===== src/rtl/exc_ctrl_if.sv =====
// Signal bundle between the pipeline (master) and the exception controller (slave).
// Iv qualifies Ovr/Unimpl/Syscall in the same cycle; Intr and Eret are sampled every cycle, no back-pressure.
interface exc_ctrl_if;
    logic        Intr;
    logic        Ovr;
    logic        Unimpl;
    logic        Syscall;
    logic        Iv;
    logic        Eret;
    logic [3:0]  Sta;
    logic [31:0] Cause;
    logic        Wcau;
    logic        Wsta;
    logic        Wepc;
    logic        StaSel;
    logic [1:0]  Selpc;
    logic        Inta;
    logic        Busy;
    logic [1:0]  DbgState;
    logic        DbgPend;

    modport master (
        output Intr, Ovr, Unimpl, Syscall, Iv, Eret, Sta,
        input  Cause, Wcau, Wsta, Wepc, StaSel, Selpc, Inta, Busy, DbgState, DbgPend
    );

    modport slave (
        input  Intr, Ovr, Unimpl, Syscall, Iv, Eret, Sta,
        output Cause, Wcau, Wsta, Wepc, StaSel, Selpc, Inta, Busy, DbgState, DbgPend
    );
endinterface


===== src/rtl/exc_ctrl.sv =====
// Exception/interrupt sequencer: IDLE -> ENTER -> HANDLER -> RETURN with fixed-priority event selection.
// Optional macro INTR_SYNC_EN inserts a two-flop synchronizer on Intr.
module exc_ctrl (
    input  logic       Clk,
    input  logic       Rst,
    exc_ctrl_if.slave  bus
);
    typedef enum logic [1:0] {
        IDLE    = 2'd0,
        ENTER   = 2'd1,
        HANDLER = 2'd2,
        RETURN  = 2'd3
    } state_t;

    localparam logic [4:0] CODE_INT = 5'd0;
    localparam logic [4:0] CODE_SYS = 5'd8;
    localparam logic [4:0] CODE_UNI = 5'd10;
    localparam logic [4:0] CODE_OVR = 5'd12;

    state_t     state_q;
    logic       pend_q, pend_d;
    logic [4:0] exc_q;
    logic       wcau_q, wsta_q, wepc_q, stasel_q, inta_q;
    logic [1:0] selpc_q;
    logic       intr_s;
    logic       intr_cand;
    logic       take, take_intr;
    logic [4:0] code_d;

`ifdef INTR_SYNC_EN
    logic [1:0] sync_q;

    always_ff @(posedge Clk) begin
        if (Rst) begin
            sync_q <= 2'b00;
        end else begin
            sync_q <= {sync_q[0], bus.Intr};
        end
    end

    // The synchronized level is also a direct candidate so the request is taken one cycle before pend shows it.
    assign intr_s    = sync_q[1];
    assign intr_cand = pend_q | intr_s;
`else
    assign intr_s    = bus.Intr;
    assign intr_cand = pend_q;
`endif

    always_comb begin
        take      = 1'b1;
        take_intr = 1'b0;
        code_d    = CODE_INT;
        if (bus.Iv && bus.Ovr && bus.Sta[3]) begin
            code_d = CODE_OVR;
        end else if (bus.Iv && bus.Unimpl && bus.Sta[2]) begin
            code_d = CODE_UNI;
        end else if (bus.Iv && bus.Syscall && bus.Sta[1]) begin
            code_d = CODE_SYS;
        end else if (intr_cand && bus.Sta[0]) begin
            take_intr = 1'b1;
        end else begin
            take = 1'b0;
        end
        if (state_q != IDLE) begin
            take      = 1'b0;
            take_intr = 1'b0;
        end
        pend_d = take_intr ? 1'b0 : (pend_q | intr_s);
    end

    always_ff @(posedge Clk) begin
        if (Rst) begin
            state_q  <= IDLE;
            pend_q   <= 1'b0;
            exc_q    <= 5'd0;
            wcau_q   <= 1'b0;
            wsta_q   <= 1'b0;
            wepc_q   <= 1'b0;
            stasel_q <= 1'b0;
            selpc_q  <= 2'b00;
            inta_q   <= 1'b0;
        end else begin
            pend_q   <= pend_d;
            wcau_q   <= 1'b0;
            wsta_q   <= 1'b0;
            wepc_q   <= 1'b0;
            stasel_q <= 1'b0;
            selpc_q  <= 2'b00;
            inta_q   <= 1'b0;
            case (state_q)
                IDLE: begin
                    if (take) begin
                        state_q <= ENTER;
                        exc_q   <= code_d;
                        wcau_q  <= 1'b1;
                        wsta_q  <= 1'b1;
                        wepc_q  <= 1'b1;
                        selpc_q <= 2'b11;
                        inta_q  <= take_intr;
                    end
                end
                ENTER: state_q <= HANDLER;
                HANDLER: begin
                    if (bus.Eret) begin
                        state_q  <= RETURN;
                        wsta_q   <= 1'b1;
                        stasel_q <= 1'b1;
                        selpc_q  <= 2'b10;
                    end
                end
                RETURN: state_q <= IDLE;
                default: state_q <= IDLE;
            endcase
        end
    end

    assign bus.Cause    = {25'd0, exc_q, 2'b00};
    assign bus.Wcau     = wcau_q;
    assign bus.Wsta     = wsta_q;
    assign bus.Wepc     = wepc_q;
    assign bus.StaSel   = stasel_q;
    assign bus.Selpc    = selpc_q;
    assign bus.Inta     = inta_q;
    assign bus.Busy     = (state_q != IDLE);
    assign bus.DbgState = state_q;
    assign bus.DbgPend  = pend_q;
endmodule


===== src/flat_wrapper.sv =====
// flat-port wrapper written by rule: the top's interface ports become plain ports
module exc_ctrl_flat 
  (Clk, Rst, bus_Intr, bus_Ovr, bus_Unimpl, bus_Syscall, bus_Iv, bus_Eret, bus_Sta, bus_Cause, bus_Wcau, bus_Wsta, bus_Wepc, bus_StaSel, bus_Selpc, bus_Inta, bus_Busy, bus_DbgState, bus_DbgPend);
  exc_ctrl_if bus_i ();
  input  logic Clk;
  input  logic Rst;
  input wire logic [$bits(bus_i.Intr)-1:0] bus_Intr;
  input wire logic [$bits(bus_i.Ovr)-1:0] bus_Ovr;
  input wire logic [$bits(bus_i.Unimpl)-1:0] bus_Unimpl;
  input wire logic [$bits(bus_i.Syscall)-1:0] bus_Syscall;
  input wire logic [$bits(bus_i.Iv)-1:0] bus_Iv;
  input wire logic [$bits(bus_i.Eret)-1:0] bus_Eret;
  input wire logic [$bits(bus_i.Sta)-1:0] bus_Sta;
  output wire logic [$bits(bus_i.Cause)-1:0] bus_Cause;
  output wire logic [$bits(bus_i.Wcau)-1:0] bus_Wcau;
  output wire logic [$bits(bus_i.Wsta)-1:0] bus_Wsta;
  output wire logic [$bits(bus_i.Wepc)-1:0] bus_Wepc;
  output wire logic [$bits(bus_i.StaSel)-1:0] bus_StaSel;
  output wire logic [$bits(bus_i.Selpc)-1:0] bus_Selpc;
  output wire logic [$bits(bus_i.Inta)-1:0] bus_Inta;
  output wire logic [$bits(bus_i.Busy)-1:0] bus_Busy;
  output wire logic [$bits(bus_i.DbgState)-1:0] bus_DbgState;
  output wire logic [$bits(bus_i.DbgPend)-1:0] bus_DbgPend;
  assign bus_i.Intr = bus_Intr;
  assign bus_i.Ovr = bus_Ovr;
  assign bus_i.Unimpl = bus_Unimpl;
  assign bus_i.Syscall = bus_Syscall;
  assign bus_i.Iv = bus_Iv;
  assign bus_i.Eret = bus_Eret;
  assign bus_i.Sta = bus_Sta;
  assign bus_Cause = bus_i.Cause;
  assign bus_Wcau = bus_i.Wcau;
  assign bus_Wsta = bus_i.Wsta;
  assign bus_Wepc = bus_i.Wepc;
  assign bus_StaSel = bus_i.StaSel;
  assign bus_Selpc = bus_i.Selpc;
  assign bus_Inta = bus_i.Inta;
  assign bus_Busy = bus_i.Busy;
  assign bus_DbgState = bus_i.DbgState;
  assign bus_DbgPend = bus_i.DbgPend;
  exc_ctrl u_core (.Clk(Clk), .Rst(Rst), .bus(bus_i));
endmodule

===== config.mk =====
export PLATFORM = sky130hd
export DESIGN_NAME = exc_ctrl_flat
export DESIGN_NICKNAME = d
export VERILOG_FILES = /design/src/rtl/exc_ctrl_if.sv /design/src/rtl/exc_ctrl.sv /design/src/flat_wrapper.sv
export SDC_FILE = /design/constraint.sdc
export NUM_CORES = 1
export LEC_CHECK = 0
export CORE_ASPECT_RATIO = 0.9
export CORE_MARGIN = 2
export CORE_UTILIZATION = 35
export DETAILED_ROUTE_END_ITERATION = 8
export PLACE_DENSITY_LB_ADDON = 0.3
export SYNTH_ARGS = -nofsm -noshare
export SYNTH_HDL_FRONTEND = slang
export SYNTH_SLANG_ARGS = --single-unit

===== constraint.sdc =====
create_clock -name Clk -period 3.25 [get_ports Clk]
set_input_delay 0.65 -clock Clk [delete_from_list [all_inputs] [get_ports Clk]]
set_output_delay 0.65 -clock Clk [all_outputs]
set_load 0.01 [all_outputs]

==> qor.yml, run 1 <==
run_status:
  run_status: "completed"
min_path:
  min_path_type: "flip-flop to flip-flop"
  hold_start: "u_core.exc_q[3]$_SDFFE_PP0N_"
finish:
  drive_above_1_share_pct: 3.57
  finalNetCount: 128
  post-route-cell-area_um2: 898
  final_util_pct: 46.5
  antenna_cells: 0
  syn2layout_area_growth_pct: 24.4
  instances_no_fill: 137
power_and_ir_drop:
  powerDensity_nw_per_um2: 559
  p_leak_nw: 0.419
  peakVddDrop_v: 0.000277
yosys:
  syn_inst: 87
  yosys_warnings: 0
  ys_ff_latch: 11
  ys_types: 22
  seq_area_frac_synth_pct: 30.5
  syn_avg_cell_area_um2: 8.30
  synth_area_um2: 722
global_route:
  grt_usage_pct: 10.5
  grt_pass1_wl_um: 1700
  grt-ovfl-total: 0
  grt_pass1_vias: 401
  antenna_found_initial: 0
  grt_max_degree: 11
drt:
  vias: 540
  drtPass1Iterations: 4
  routedWlPerCell_um: 8.59
  viasPerCell: 3.94
  drt_iter0_drc: 4
  drcViolationCount: 0
  postRouteAntennaNets: 0
  wirelength_um: 1180
floorplan:
  initial_core_util_pct: 37.3
  io_pins: 55
  die-width_um: 51.9
  dieHeight_um: 47.1
  core_um2: 1930
  rows: 15
  design.die.area_um2: 2440
timing:
  final-setup-viol-count: 0
  fin_crit_ns: 2.27
  setup_ws_ns: 0.976
  timing.fmax_mhz: 440
  drv_slew: 0
  rsz0062_at_grt: "no"
  skew_ns: 0.00317
  finalCritPeriodShare_pct: 70.0
  setup_tns_ns: 0
  finalHoldViolCount: 0
worst_setup_path:
  crit_path_end_kind: "primary output"
  worstPathArrival_ns: 1.62
  cpMaxStageDelayCell: "clkdlybuf4s50_1"
  worst_setup_path_start_kind: "flip-flop"
  setup.worst_path.start: "u_core.bus.DbgState[0]$_SDFFE_PP0P_"
  cp.required_ns: 2.60
  path_common_cell: "inv_1"
  rr_startpoint: "u_core.bus.DbgState[0]$_SDFFE_PP0P_"
  cp_max_fo: 4
  path_class: "flip-flop to primary output"
  max_stage_delay_ns: 0.55
  path_cells: "inv_1 -> ha_1 -> inv_1 -> clkdlybuf4s50_1"
placement:
  place_area_um2: 872
  globalplace.congestion: 0.783
  portBuffers: 25
  dpl.hpwl_um: 1030
  place_inst: 133
  pre_cts_ws_ns: 1.08
clock_network:
  clock-sinks: 11
  insertion_delay_ns: 0.27
  cts_setup_buffers: 0
  root_buffer: "clkbuf_4"
  clk_pin_slew_ns: 0.06
  cts_tree: "built"
  cts_hold_buf: 0
  numCtsBuffers: 3
  post_cts_resized: 0
  htreeDepth: 1
  clockBufferDepth: 2
job:
  drv_cap: 0
==> cells in the mapped netlist <==
master / number / area (um2)
mux2i_1: 3 / 30.0
a2bb2oi_1: 1 / 8.76
nand2_1: 5 / 18.8
inv_1: 6 / 22.5
conb_1: 1 / 3.75
o22ai_1: 1 / 6.26
ha_1: 3 / 37.5
a21oi_1: 3 / 15.0
and2_1: 1 / 6.26
o21ai_0: 3 / 15.0
nor3_1: 1 / 5.00
a222oi_1: 1 / 10.0
a22oi_1: 2 / 15.0
a221oi_2: 1 / 15.0
o211a_1: 1 / 10.0
dfxtp_1: 11 / 220
buf_4: 31 / 233
nand3_1: 1 / 5.00
nor2_1: 8 / 30.0
o21ai_1: 1 / 5.00
clkbuf_1: 1 / 3.75
and3_1: 1 / 6.26
==> layer usage <==
metal	up-vias	share of wire, %	track usage (%)
li1	273	-	-
met1	237	35	10.3
met2	27	51	16.7
met3	3	12	7.32
met4	0	1.4	6.32
met5	-	0	0
==> where the power goes <==
part	internal, mW	switching [mW]
Combinational	0.121	0.117
Sequential	0.160	0.0158
Clock	0.0475	0.0419
Total	0.328	0.175
==> worst max-delay path, delay by kind of cell (launching register included) <==
| kind | cells | cell delay, ns |
|---|---|---|
| buffers and inverters | 3 | 0.75 |
| flip-flops | 1 | 0.36 |
| adder cells (fa/ha/maj) | 1 | 0.24 |
==> area by class of cell <==
type | count | area [um2]
Sequential cell | 11 | 220
Clock buffer | 4 | 26.3
Tap cell | 25 | 31.3
Fill cell | 199 | 1030
Inverter | 6 | 22.5
Timing Repair Buffer | 25 | 250
Multi-Input combinational cell | 66 | 348
==> through the flow <==
stage	hold WS, ns	power [mW]
after floorplan	0.494	0.344
after global placement	0.458	0.418
after detailed placement	0.469	0.420
after CTS	0.480	0.513
after global routing	0.490	0.548
final	0.478	0.503
==> cell families (layout without fill, tap and decap cells) <==
| group | after synthesis | in the layout | synth area share, % |
|---|---|---|---|
| compound gates | 14 | 14 | 13.9 |
| fa+ha+maj | 3 | 3 | 5.20 |
| buf+inv | 38 | 35 | 35.9 |
| flops | 11 | 11 | 30.5 |
| mux | 3 | 3 | 4.16 |
| other cells | 1 | 29 | 0.519 |
| simple gates | 17 | 17 | 9.88 |
==> path summary, 6_finish.rpt <==
| kind | to | slack, ns | cells after the start |
|---|---|---|---|
| hold / removal | u_core.exc_q[3]$_SDFFE_PP0N_ | 0.48 | 2 |
| setup / recovery | bus_Busy | 0.98 | 4 |
| hold reg to reg | u_core.exc_q[3]$_SDFFE_PP0N_ | 0.48 | 2 |
| setup reg to reg | u_core.exc_q[2]$_SDFFE_PP0N_ | 1.83 | 6 |
==> state kept, by name (all words and copies together), names as in the netlist <==
name,count
u_core.bus.DbgPend,1
u_core.bus.DbgState,2
u_core.bus.Inta,1
u_core.bus.Selpc,1
u_core.bus.StaSel,1
u_core.bus.Wcau,1
u_core.bus.Wsta,1
u_core.exc_q,3
==> cell usage in the layout, fill, tap and decap left out, types with 2 or more instances in the layout <==
master	n
conb_1	29
clkdlybuf4s50_1	25
dfxtp_1	11
nor2_1	8
inv_1	6
nand2_1	5
mux2i_1	3
a21oi_1	3
o21ai_0	3
ha_1	3
clkbuf_4	3
a22oi_1	2
Note: power is estimated with default switching activity, not from simulation.
==> run 2, diff against run 1 <==
Settings changed: CORE_UTILIZATION 35 to 30.
Clock period 3.25 ns to 1.9 ns, I/O delays scaled along.
==> run 2 against run 1 <==
  * Combinational power up 79%
  * Final cell count increased by 3.6%
  * Flip-flop and latch count is the same
  * Critical endpoint unchanged
  * Largest cell class unchanged
  * Largest power group unchanged
==> qor.yml, run 2 (synthesis results as in run 1) <==
global_route:
  grt_max_degree: 7  # -4
  grt_usage_pct: 9.57  # -0.95 points
  antenna_found_initial: 0  # unchanged
  grt_pass1_vias: 477  # +19%
  grt-ovfl-total: 0  # unchanged
  grt_pass1_wl_um: 2040  # +20%
floorplan:
  initial_core_util_pct: 32.5  # -4.9 points
  design.die.area_um2: 2820  # +15%
  io_pins: 55  # unchanged
  core_um2: 2220  # +15%
  rows: 16  # +1
  die-width_um: 55.7  # +7.4%
  dieHeight_um: 50.5  # +7.3%
timing:
  fin_crit_ns: 1.72
  skew_ns: 0.000620  # -0.00255 ns
  finalHoldViolCount: 0  # unchanged
  finalCritPeriodShare_pct: 90.8
  setup_ws_ns: 0.176  # -0.800 ns
  setup_tns_ns: 0  # unchanged
  rsz0062_at_grt: "no"
  final-setup-viol-count: 0  # unchanged
  timing.fmax_mhz: 580
  drv_slew: 0  # unchanged
finish:
  final_common_cell: "conb_1"
  post-route-cell-area_um2: 922  # +2.6%
  drive_above_1_share_pct: 6.09  # +2.5 points
  largest_reg_flops: 3  # unchanged
  fillers: 229  # +15%
  syn2layout_area_growth_pct: 27.7
  mostFrequentLayoutCells: "29 x conb_1, 24 x clkdlybuf4s50_1, 11 x dfxtp_1, 8 x nor2_1, 6 x inv_1"
  final_util_pct: 41.5  # -5.0 points
  instances_no_fill: 142  # +3.6%
  top_register: "u_core.exc_q"
  antenna_cells: 0  # unchanged
  finalNetCount: 131  # +2.3%
clock_network:
  numCtsBuffers: 3  # unchanged
  insertion_delay_ns: 0.26  # about the same
  htreeDepth: 1  # unchanged
  clock-sinks: 11  # unchanged
  root_buffer: "clkbuf_4"
  cts_tree: "built"
  clockBufferDepth: 2  # unchanged
  clk_pin_slew_ns: 0.06  # about the same
  cts_setup_buffers: 0  # unchanged
worst_setup_path:
  worst_setup_path_start_kind: "flip-flop"
  reg2reg_to: "u_core.exc_q[2]$_SDFFE_PP0N_"
  path_class: "flip-flop to primary output"
  rr_startpoint: "u_core.bus.DbgState[0]$_SDFFE_PP0P_"
  cp.required_ns: 1.52  # -1.08 ns
  worstPathArrival_ns: 1.34  # -0.28 ns
  crit_path_end_kind: "primary output"
  cp_max_fo: 4  # unchanged
  reg2regPathDepth: 6  # unchanged
  rrSetupSlack_ns: 0.49  # -1.34 ns
drt:
  wirelength_um: 1320  # +12%
  routedWlPerCell_um: 9.32  # +8.5%
  drtPass1Iterations: 4  # unchanged
  vias: 549  # +1.7%
  postRouteAntennaNets: 0  # unchanged
  viasPerCell: 3.87  # -1.9%
  drt_iter0_drc: 8  # +4
  drcViolationCount: 0  # unchanged
min_path:
  hold_start: "u_core.exc_q[3]$_SDFFE_PP0N_"
  hold_path_depth: 2  # unchanged
  worstHoldEndpoint: "u_core.exc_q[3]$_SDFFE_PP0N_"
  min_path_type: "flip-flop to flip-flop"
power_and_ir_drop:
  switchingPower_uw: 308  # +76%
  p_int_uw: 567  # +73%
  combPwrFrac_pct: 48.7  # +1.4 points
  netSwitchingFraction_pct: 35.2  # +0.47 points
  powerDensity_nw_per_um2: 948  # +69%
  peakVddDrop_v: 0.000499  # +80%
  clkPwrFrac_pct: 17.3  # -0.5 points
  pwr-share-seq_pct: 34.0  # -0.9 points
  p_leak_nw: 0.436  # +4.0%
placement:
  dpl.hpwl_um: 1170  # +13%
  place_area_um2: 897  # +2.9%
  pre_cts_ws_ns: 0.0278  # -1.05 ns
  globalplace.congestion: 0.828  # +5.7%
  place_inst: 138  # +3.8%
  portBuffers: 25  # unchanged
job:
  drv_cap: 0  # unchanged
run_status:
  run_status: "completed"
[run 2: worst max-delay path by stage]
stage | cells after the start | to | from
2_1_floorplan | 4 | u_core.bus.DbgState[0]$_SDFFE_PP0P_ | bus_Sta[1]
4_1_cts | 4 | bus_Busy | u_core.bus.DbgState[0]$_SDFFE_PP0P_
3_3_place_gp | 5 | u_core.bus.Wsta$_SDFF_PP0_ | bus_Sta[1]
6_report | 4 | bus_Busy | u_core.bus.DbgState[0]$_SDFFE_PP0P_
5_1_grt | 4 | bus_Busy | u_core.bus.DbgState[0]$_SDFFE_PP0P_
3_5_place_dp | 5 | u_core.bus.DbgState[0]$_SDFFE_PP0P_ | bus_Sta[1]
[run 2: power groups by stage]
stage | Combinational, mW | Clock [mW] | Sequential, mW
6_report | 0.426 | 0.151 | 0.297
5_1_grt | 0.467 | 0.173 | 0.303
4_1_cts | 0.429 | 0.162 | 0.298
3_5_place_dp | 0.437 | 0 | 0.304
3_3_place_gp | 0.434 | 0 | 0.304
2_1_floorplan | 0.266 | 0 | 0.322
[run 2: metal layers]
metal  wire length (um)  part of all wire, %  GRT usage (%)  vias to the layer above
li1                   -                    -              -                      282
met1                533                   40           9.36                      239
met2                659                   50           17.9                       28
met3                131                  9.9           6.44                        0
met4                  0                    0              0                        0
met5                  0                    0              0                        -
[run 2: per-stage QoR]
stage | hold WS [ns] | total power [mW]
finish | 0.479 | 0.874
global route | 0.520 | 0.943
CTS | 0.478 | 0.889
detailed placement | 0.469 | 0.741
global placement | 0.461 | 0.737
floorplan | 0.494 | 0.588
[run 2: final cells by class]
| cell class | count | area (um2) | share of cell area, % |
|---|---|---|---|
| clock buffer | 4 | 26.3 | 2.85 |
| inverter | 6 | 22.5 | 2.44 |
| multi-input combinational | 66 | 348 | 37.7 |
| sequential | 11 | 220 | 23.9 |
| tap | 27 | 33.8 | 3.66 |
| timing repair buffer | 28 | 272 | 29.4 |
[run 2: repair_timing]
item	CTS	global route
hold buffers	0	0
setup endpoints to repair	1	0
gates resized for setup	1	0
[run 2: critical path: stages (launching register included)]
cell and delay [ns]:
dfxtp_1 0.35, inv_1 0.08, ha_1 0.25, inv_1 0.12, dlygate4sd2_1 0.28
==> run 3, diff against run 2 <==
Settings changed: PLACE_DENSITY set to 0.76, PLACE_DENSITY_LB_ADDON 0.3 to unset.
==> run 3 against run 2 <==
  * Utilization down 0.68 points
  * Via count up 4.0%
  * Sequential share of layout area up 0.40 points
  * Worst hold slack better by 0.014 ns
  * Final cell count down 1.4%
  * Global-route usage down 0.31 points
  * Critical endpoint unchanged
==> qor.yml, run 3 (synthesis results as in run 1) <==
finish:
  multi_input_area_um2: 348  # unchanged
  instances_no_fill: 140  # -1.4%
  fillers: 227  # -0.87%
  antenna_cells: 0  # unchanged
  syn2layout_area_growth_pct: 25.6
  largest_reg_flops: 3  # unchanged
  top_register: "u_core.exc_q"
  drive_above_1_share_pct: 4.42  # -1.7 points
  finalNetCount: 129  # -1.5%
  final-seq-area_um2: 220  # unchanged
  final_common_cell: "conb_1"
  final_util_pct: 40.8  # -0.68 points
  mostFrequentLayoutCells: "29 x conb_1, 24 x clkdlybuf4s50_1, 11 x dfxtp_1, 8 x nor2_1, 6 x inv_1"
clock_network:
  numCtsBuffers: 3  # unchanged
  htreeDepth: 1  # unchanged
  cts_tree: "built"
  clk_pin_slew_ns: 0.06  # about the same
  root_buffer: "clkbuf_4"
  clockBufferDepth: 2  # unchanged
  clock-sinks: 11  # unchanged
  insertion_delay_ns: 0.26  # about the same
global_route:
  grt_usage_pct: 9.27  # -0.31 points
  grt_pass1_vias: 486  # +1.9%
  antenna_found_initial: 0  # unchanged
  grt-ovfl-total: 0  # unchanged
  grt_max_degree: 11  # +4
  grt_pass1_wl_um: 1970  # -3.4%
worst_setup_path:
  path_cells: "inv_1 -> ha_1 -> inv_1 -> dlygate4sd2_1"
  worstPathArrival_ns: 1.34  # about the same
  cp.required_ns: 1.52  # about the same
  max_stage_delay_ns: 0.36  # about the same
  reg2regPathDepth: 6  # unchanged
  cpMaxStageDelayCell: "dfxtp_1"
  worst_setup_path_start_kind: "flip-flop"
  path_class: "flip-flop to primary output"
  path_common_cell: "inv_1"
  crit_path_end_kind: "primary output"
  cp_max_fo: 4  # unchanged
floorplan:
  io_pins: 55  # unchanged
  die-width_um: 55.7  # unchanged
  dieHeight_um: 50.5  # unchanged
  core_um2: 2220  # unchanged
  initial_core_util_pct: 32.5  # unchanged
  rows: 16  # unchanged
  design.die.area_um2: 2820  # unchanged
drt:
  vias: 571  # +4.0%
  postRouteAntennaNets: 0  # unchanged
  routedWlPerCell_um: 8.85  # -5.1%
  wirelength_um: 1240  # -6.4%
  drcViolationCount: 0  # unchanged
  drtPass1Iterations: 4  # unchanged
  drt_iter0_drc: 8  # unchanged
  viasPerCell: 4.08  # +5.5%
timing:
  finalCritPeriodShare_pct: 90.6  # -0.15 points
  setup_ws_ns: 0.179  # +0.00291 ns
  finalHoldViolCount: 0  # unchanged
  fin_crit_ns: 1.72  # -0.00291 ns
  rsz0062_at_grt: "no"
  drv_slew: 0  # unchanged
  setup_tns_ns: 0  # unchanged
  timing.fmax_mhz: 581  # +0.17%
  skew_ns: 0.000576  # -0.0000441 ns
  final-setup-viol-count: 0  # unchanged
power_and_ir_drop:
  powerDensity_nw_per_um2: 963  # +1.6%
  peakVddDrop_v: 0.000487  # -2.3%
  p_leak_nw: 0.426  # -2.2%
  power.total_uw: 874  # about the same
min_path:
  hold_path_depth: 2  # unchanged
  min_path_type: "flip-flop to flip-flop"
placement:
  globalplace.congestion: 0.827  # about the same
  place_inst: 136  # -1.4%
  dpl.hpwl_um: 1080  # -7.7%
  pre_cts_ws_ns: 0.0424  # +0.0147 ns
  portBuffers: 25  # unchanged
run_status:
  run_status: "completed"
job:
  drv_cap: 0  # unchanged
run 3: layout make-up:
cell class / count / area share (%)
Clock buffer: 4 / 2.90
Inverter: 6 / 2.48
Multi-Input combinational cell: 66 / 38.3
Sequential cell: 11 / 24.3
Tap cell: 27 / 3.72
Timing Repair Buffer: 26 / 28.3
run 3: path summary, 6_finish.rpt:
path	from	endpoint	slack [ns]
max	u_core.bus.DbgState[0]$_SDFFE_PP0P_	bus_Busy	0.18
min	u_core.exc_q[3]$_SDFFE_PP0N_	u_core.exc_q[3]$_SDFFE_PP0N_	0.49
max reg2reg	u_core.bus.DbgState[0]$_SDFFE_PP0P_	u_core.exc_q[2]$_SDFFE_PP0N_	0.51
min reg2reg	u_core.exc_q[3]$_SDFFE_PP0N_	u_core.exc_q[3]$_SDFFE_PP0N_	0.49
run 3: worst max-delay path: cells and delay by family (launching register included):
family	cells	cell delay [ns]
flip-flops	1	0.36
buffers and inverters	3	0.48
adder cells (fa/ha/maj)	1	0.24
run 3: power breakdown:
group / switching (mW) / total [mW] / internal (mW)
Clock: 0.0716 / 0.153 / 0.0812
Combinational: 0.209 / 0.420 / 0.211
Sequential: 0.0277 / 0.301 / 0.273
Total: 0.309 / 0.874 / 0.565
run 3: through the flow:
| step | instance area, um2 | hold slack (ns) |
|---|---|---|
| 5_1_grt | 907 | 0.529 |
| 3_3_place_gp | 882 | 0.459 |
| 3_5_place_dp | 882 | 0.488 |
| 2_1_floorplan | 827 | 0.494 |
| 6_report | 907 | 0.493 |
| 4_1_cts | 907 | 0.505 |
run 3: what timing repair did:
action                                  CTS  global route
buffers inserted                          0             0
endpoints found under the hold margin     0             0
hold buffers                              0             0
gates resized for setup                   1             0
endpoints found under the setup margin    1             0
run 3: metal layers:
layer / vias up / GRT usage [%] / part of all wire [%]
met5: - / 0 / 0
met4: 0 / 2.44 / 0
met3: 0 / 5.67 / 12
met2: 37 / 16.7 / 51
met1: 255 / 8.95 / 37
li1: 279 / - / -
